## src/rtl/seq_mult_signed.sv

```systemverilog
// seq_mult_signed: shift-add sequential multiplier, unsigned or two's-complement per operation.
// Optional macro SEQ_MULT_SKIP_EN folds zero multiplier bits into a single shift cycle.
module seq_mult_signed #(
    parameter int DP_WIDTH = 8
) (
    input  logic                  clock,
    input  logic                  reset_b,
    input  logic                  Start,
    input  logic                  Signed_mode,
    input  logic [DP_WIDTH-1:0]   Multiplicand,
    input  logic [DP_WIDTH-1:0]   Multiplier,
    output logic [2*DP_WIDTH-1:0] Product,
    output logic                  Ready,
    output logic                  Done
);
    localparam int BC_SIZE = $clog2(DP_WIDTH + 1);

    typedef enum logic [3:0] {
        S_IDLE  = 4'b0001,
        S_ADD   = 4'b0010,
        S_SHIFT = 4'b0100,
        S_DONE  = 4'b1000
    } state_t;

    state_t              r_state;
    logic [DP_WIDTH:0]   r_a;
    logic [DP_WIDTH-1:0] r_b;
    logic [DP_WIDTH-1:0] r_q;
    logic [BC_SIZE-1:0]  r_p;
    logic                r_s;

    logic [DP_WIDTH:0]   w_b_ext;
    logic [DP_WIDTH:0]   w_a_sum;
    logic [DP_WIDTH:0]   w_a_diff;
    logic [DP_WIDTH:0]   w_a_upd;
    logic [DP_WIDTH:0]   w_a_sh;
    logic [DP_WIDTH-1:0] w_q_sh;
    logic                w_last;

    always_comb begin
        w_b_ext  = {r_s & r_b[DP_WIDTH-1], r_b};
        w_a_sum  = r_s ? (r_a + w_b_ext)
                       : ({1'b0, r_a[DP_WIDTH-1:0]} + {1'b0, r_b});
        w_a_diff = r_a - w_b_ext;
        w_last   = (r_p == BC_SIZE'(1));
        // Multiplier MSB has negative weight in signed mode, so the last add becomes a subtract.
        w_a_upd  = (r_s && w_last) ? w_a_diff : w_a_sum;
        w_a_sh   = {r_s & r_a[DP_WIDTH], r_a[DP_WIDTH:1]};
        w_q_sh   = {r_a[0], r_q[DP_WIDTH-1:1]};
    end

    assign Product = {r_a[DP_WIDTH-1:0], r_q};

    always_ff @(posedge clock or negedge reset_b) begin
        if (!reset_b) begin
            r_state <= S_IDLE;
            r_a     <= '0;
            r_b     <= '0;
            r_q     <= '0;
            r_p     <= '0;
            r_s     <= 1'b0;
            Ready   <= 1'b1;
            Done    <= 1'b0;
        end else begin
            Ready <= 1'b0;
            Done  <= 1'b0;
            case (r_state)
                S_IDLE: begin
                    if (Start) begin
                        r_b     <= Multiplicand;
                        r_q     <= Multiplier;
                        r_a     <= '0;
                        r_p     <= BC_SIZE'(DP_WIDTH);
                        r_s     <= Signed_mode;
                        r_state <= S_ADD;
                    end else begin
                        r_state <= S_IDLE;
                        Ready   <= 1'b1;
                    end
                end
                S_ADD: begin
                    r_p <= r_p - BC_SIZE'(1);
`ifdef SEQ_MULT_SKIP_EN
                    // Zero multiplier bit: shift immediately instead of visiting S_SHIFT.
                    if (!r_q[0]) begin
                        r_a <= w_a_sh;
                        r_q <= w_q_sh;
                        if (w_last) begin
                            r_state <= S_DONE;
                            Done    <= 1'b1;
                        end else begin
                            r_state <= S_ADD;
                        end
                    end else begin
                        r_a     <= w_a_upd;
                        r_state <= S_SHIFT;
                    end
`else
                    if (r_q[0]) begin
                        r_a <= w_a_upd;
                    end
                    r_state <= S_SHIFT;
`endif
                end
                S_SHIFT: begin
                    r_a <= w_a_sh;
                    r_q <= w_q_sh;
                    if (r_p == '0) begin
                        r_state <= S_DONE;
                        Done    <= 1'b1;
                    end else begin
                        r_state <= S_ADD;
                    end
                end
                S_DONE: begin
                    r_state <= S_IDLE;
                    Ready   <= 1'b1;
                end
                default: begin
                    r_state <= S_IDLE;
                    Ready   <= 1'b1;
                end
            endcase
        end
    end
endmodule

```

## config.mk

```make
export PLATFORM = sky130hd
export DESIGN_NAME = seq_mult_signed
export DESIGN_NICKNAME = d
export VERILOG_FILES = /design/src/rtl/seq_mult_signed.sv
export SDC_FILE = /design/constraint.sdc
export NUM_CORES = 1
export LEC_CHECK = 0
export ABC_AREA = 1
export CAP_MARGIN = 10
export CORE_MARGIN = 2
export CORE_UTILIZATION = 30
export DETAILED_ROUTE_END_ITERATION = 8
export PLACE_DENSITY = 0.61
export SETUP_SLACK_MARGIN = 0.5
export SYNTH_ARGS = -nofsm -noshare
export SYNTH_HDL_FRONTEND = slang
export SYNTH_SLANG_ARGS = --single-unit
export TNS_END_PERCENT = 50
```

## constraint.sdc

```tcl
create_clock -name clock -period 1.6 [get_ports clock]
set_input_delay 0.16 -clock clock [delete_from_list [all_inputs] [get_ports clock]]
set_output_delay 0.16 -clock clock [all_outputs]
set_load 0.02 [all_outputs]
```

== Word level (Yosys, flattened, before mapping) ==
Index checks and enable logic that the tools add are counted.

* Flip-flop bits (word level): 36
* Bits of input ports: 20

* Add/sub/neg operators: 4
* Reductions and logical operators: 10
* Mux-type cells: 16
* Bitwise gates (word level): 2
* Equality and inequality tests: 6

{| class="wikitable"
|+ Operator list
! operator !! count
|-
| $mux W9 || 4
|-
| $pmux W9 S3 || 1
|-
| $pmux W8 S2 || 1
|-
| $pmux W4 S3 || 1
|-
| $add A8 B8 Y9 || 1
|-
| $add A9 B9 Y9 || 1
|-
| $sub A9 B9 Y9 || 1
|-
| $eq A4 B1 Y1 const B || 2
|-
| $mux W4 || 2
|-
| $mux W8 || 1
|-
| $pmux W4 S2 || 1
|-
| $reduce_and A2 Y1 || 3
|-
| $eq A4 B2 Y1 const B || 1
|-
| $eq A4 B3 Y1 const B || 1
|-
| $logic_not A4 Y1 || 1
|-
| $ne A2 B2 Y1 const B || 2
|-
| $reduce_bool A2 Y1 || 2
|-
| $sub A4 B1 Y4 const B || 1
|-
| $mux W1 || 3
|-
| $reduce_and A3 Y1 || 1
|-
| $reduce_bool A3 Y1 || 1
|-
| $and A1 B1 Y1 || 2
|-
| $mux W2 || 1
|-
| $pmux W1 S2 || 1
|-
| 2 further kinds || 2
|}

== Depth between registers and ports, before layout ==
* Depth after elaboration: 6
* Gate-level depth with buffers: 14
* Mapped depth without buffers: 14

== Least setup slack after synthesis ==
OpenSTA, ideal clock, no wires.

* Kind: flip-flop to flip-flop
* Start: register r_a[0]
* End: register r_a[8]
* Path buffers: 0
* Slack: -0.122 ns
* Stages on the path, launching flop included: 14
* Setup time: 0.117 ns
* Arrival time: 1.605 ns
* Data required time: 1.483 ns
* Cells stage by stage: dfrtp_1 > inv_1 > ha_1 > fa_1 > inv_1 > nand3_1 > nand2_1 > nand2_1 > nand3_1 > nand3_1 > nand3_1 > nand2_1 > nand2_1 > nand2_1

* Word-level cells in the longest chain between the ends: 5

{| class="wikitable"
|+ Ends and longest elaborated chain
! what !! line !! source
|-
| start: declaration || 26 || <nowiki>logic [DP_WIDTH:0] r_a;</nowiki>
|-
| start signal: assignment || 100 || <nowiki>r_a <= w_a_upd;</nowiki>
|-
| start signal: assignment || 106 || <nowiki>r_a <= w_a_sh;</nowiki>
|-
| $add A9 B9 Y9 / $add A8 B8 Y9 (equally long branches) || 42, 43 ||
|-
| $mux W9 || 42 || <nowiki>w_a_sum = r_s ? (r_a + w_b_ext)</nowiki>
|-
| $mux W9 * || 47 || <nowiki>w_a_upd = (r_s && w_last) ? w_a_diff : w_a_sum;</nowiki>
|-
| $mux W9 * || 99 || <nowiki>if (r_q[0]) begin</nowiki>
|-
| $pmux W9 S3 * || 67 || <nowiki>case (r_state)</nowiki>
|}

Mark *: on every way between the ends. The rest lies on a longest branch, timed or not. The select of a mux whose other input is x is not followed.
A chain may end at the register's enable or synchronous reset.

== Worst setup path in the final report ==
* Start: register r_a[0]
* End: register r_a[4]

Same word-level chain as after synthesis.

==> metrics.cfg <==
[cts]
root_buffer=clkbuf_8
cts_buffer_depth=2
cts_made_buffers=5
htree_levels=2
cts_hold_buf=0
clock-sinks=35
cts_tree=yes
clk_pin_slew_ps=80
clock_latency_ps=300

[critical_path]
slowest_delay_ps=400
cp_num_buf_inv=2
crit_path_end_kind=register
worstSetupPathType=reg2reg
crit_chain=inv_2, ha_2, fa_2, inv_2, nand3_2, nand2_2, nand2_1, nand3_1, nand3_2, a21oi_2
crit_path_top_delay_cell=dfrtp_1
cp_top_family=adder cells
start_kind=register
cp.arrival_ps=2020
cp_max_fo=3
cp.required_ps=1820

[synth]
synth_most_common_cell=nand2_1
synthDistinctLibCells=35
synth_top_family_by_area=simple AND/OR/NAND/NOR gates
synthMuxAreaShare_pct=0
ys.flop_type=dfrtp_1
syn-num-nets=385
ys_warn_count=0
synthTopCellsByArea=dfrtp_1 (34%), nand2_1 (15%), ha_1 (8.9%), nand3_1 (7.9%), inv_1 (7.2%)
ys_ff_latch=35
synthCells=345
yosysTopAreaCellShare_pct=33.8
syn_area_um2=2520
synth_compound_area_share_pct=9.59
synth_edf_count=0
synthSimpleGateAreaFrac_pct=31.8
synth_xor_area_share_pct=0.695
synthAdderAreaFrac_pct=10.5
synth_top_cells_by_count=nand2_1 (103), inv_1 (48), nand3_1 (40)
synth_area_per_cell_um2=7.30
synth_top_area_cell=dfrtp_1
async_flop_share_pct=100
ys_seq_area_share_pct=34.8

[die]
start_util_pct=30.8
io_pins=38
die_h_um=95.6
core_um2=8180
core.rowCount=33
die_width_um=95.6
dieArea_um2=9140

[power]
ir_drop_mv=1.11
leakage_uw=0.00200
pwr_density_cell_nw_per_um2=2280

[routing]
drt_iter0_markers=153
ant_nets=0
remaining_drc_errors=0
vias_per_cell=4.73
routedWlPerCell_um=14.2
drt_wl_total_um=7740
vias=2574
first_pass_iters=4

[timing]
worst_pin_slew_ps=367
fin_hold_ws_ps=228
timing.fmax_ghz=0.553
hold_viol_final=0
rsz0062_at_grt=yes
worst_clock_skew_ps=8.00
slew_headroom_pct=75.3
fin_ws_ps=-209
period_minus_slack_ps=1810
finalCritPeriodShare_pct=113
slew_violations=0
setup_viol=5

[status]
violations=negative setup slack
status=finished, violations left

[placement]
place_hpwl_um=4810
port-buffer-count=37
post_dp_cell_area_um2=3280
gp_congestion=0.891

[global_route]
grt_max_degree=36
grt_pass1_vias=2408
grt_overflow=0
antenna_found_initial=0
grtUsageTotal_pct=16.0
grt_pass1_wl_um=11300

[final_layout]
final.fill_count=747
n_antenna_cell=0
finalInstanceArea_um2=4180
fin_util_pct=51.1
final_nets=478
area_growth_pct=65.8
drive_gt1_share_pct=47.4

[flow_run]
cap_violations=0

[min_path]
holdCritPathClass=in2async

-- worst register-to-register path, cell delays in order, from the launching register on --
cell and delay [ps]:
dfrtp_1 400, inv_2 60, ha_2 200, fa_2 360, inv_2 70, nand3_2 70
nand2_2 90, nand2_1 100, nand3_1 150, nand3_2 100, a21oi_2 130
-- logic make-up after synthesis --
| kind of cell | Yosys count |
|---|---|
| and+or+nand+nor | 178 |
| buffers and inverters | 69 |
| AOI/OAI and AO/OA | 41 |
| DFF | 35 |
| adders and majority gates | 20 |
| xor gates and xnor gates | 2 |
-- per-layer routing --
metal	track usage (%)	share of wire (%)	wire [um]
met1	19.4	42	3240
met2	28.8	51	3990
met3	2.77	5.2	404
met4	5.00	1.4	112
met5	0	0	0
-- metrics by stage --
| step | TNS [ps] | worst slack [ps] | power [uW] | cells |
|---|---|---|---|---|
| 2_1_floorplan | -53.7 | -28.8 | 5010 | 345 |
| 5_1_grt | -1300 | -281 | 10200 | 544 |
| 6_report | -762 | -209 | 9510 | 544 |
| 4_1_cts | -493 | -129 | 8690 | 533 |
| 3_3_place_gp | -466 | -108 | 6580 | 507 |
| 3_5_place_dp | -769 | -148 | 6650 | 507 |
-- layout by cell type, fill, tap and decap left out, drive strengths merged --
cell type	Yosys	routed
clkbuf	0	6
clkinvlp	0	1
nand4	4	4
a22oi	1	1
o21ai	17	17
o22ai	3	3
a31oi	2	2
clkinv	1	5
o32ai	1	1
fa	2	2
buf	14	77
nor4	1	1
nand2	105	105
xor2	1	1
xnor2	1	1
nand3	43	43
bufinv	0	2
ha	18	18
nor2	25	25
dfstp	1	1
dfrtp	34	34
clkdlybuf4s50	0	19
o211ai	1	1
inv	54	53
a21oi	16	16
-- final timing paths --
| kind | start | slack [ps] | to | depth (start not counted) |
|---|---|---|---|---|
| worst min-delay path | reset_b | 230 | r_q[4]$_DFFE_PN0P_ | 2 |
| max in group asynchronous | reset_b | 1120 | r_state[0]$_DFF_PN1_ | 2 |
| min in group clock | Multiplicand[4] | 420 | r_b[4]$_DFFE_PN0P_ | 3 |
| worst max register to register | r_a[0]$_DFFE_PN0P_ | -210 | r_a[4]$_DFFE_PN0P_ | 10 |
| worst min register to register | r_q[4]$_DFFE_PN0P_ | 510 | r_q[4]$_DFFE_PN0P_ | 2 |
| worst max-delay path | r_a[0]$_DFFE_PN0P_ | -210 | r_a[4]$_DFFE_PN0P_ | 10 |
-- area by class of cell --
cell class / instances / area [um2] / share of cell area, %
Multi-Input combinational cell: 241 / 1720 / 41.2
Timing Repair Buffer: 97 / 977 / 23.4
Sequential cell: 35 / 885 / 21.2
Inverter: 55 / 263 / 6.29
Tap cell: 105 / 131 / 3.15
Clock buffer: 5 / 68.8 / 1.65
Clock inverter: 3 / 67.6 / 1.62
Timing Repair inverter: 3 / 62.6 / 1.50
-- flip-flops by register name, summed over array words and instances (netlist names) --
signal and count:
r_s 1, Done 1, r_q 8, r_b 8, r_a 9, r_state 4
r_p 4
-- what timing repair did --
action | CTS | global route
pin swaps | 24 | 36
gates cloned | 2 | 2
buffers inserted | 16 | 9
setup endpoints to repair | 50 | 45
gates resized for setup | 165 | 78
-- power by group --
| part | switching, uW | internal, uW |
|---|---|---|
| sequential | 451 | 1290 |
| clock | 359 | 622 |
| combinational | 3630 | 3150 |
(Power assumes the default switching activity.)
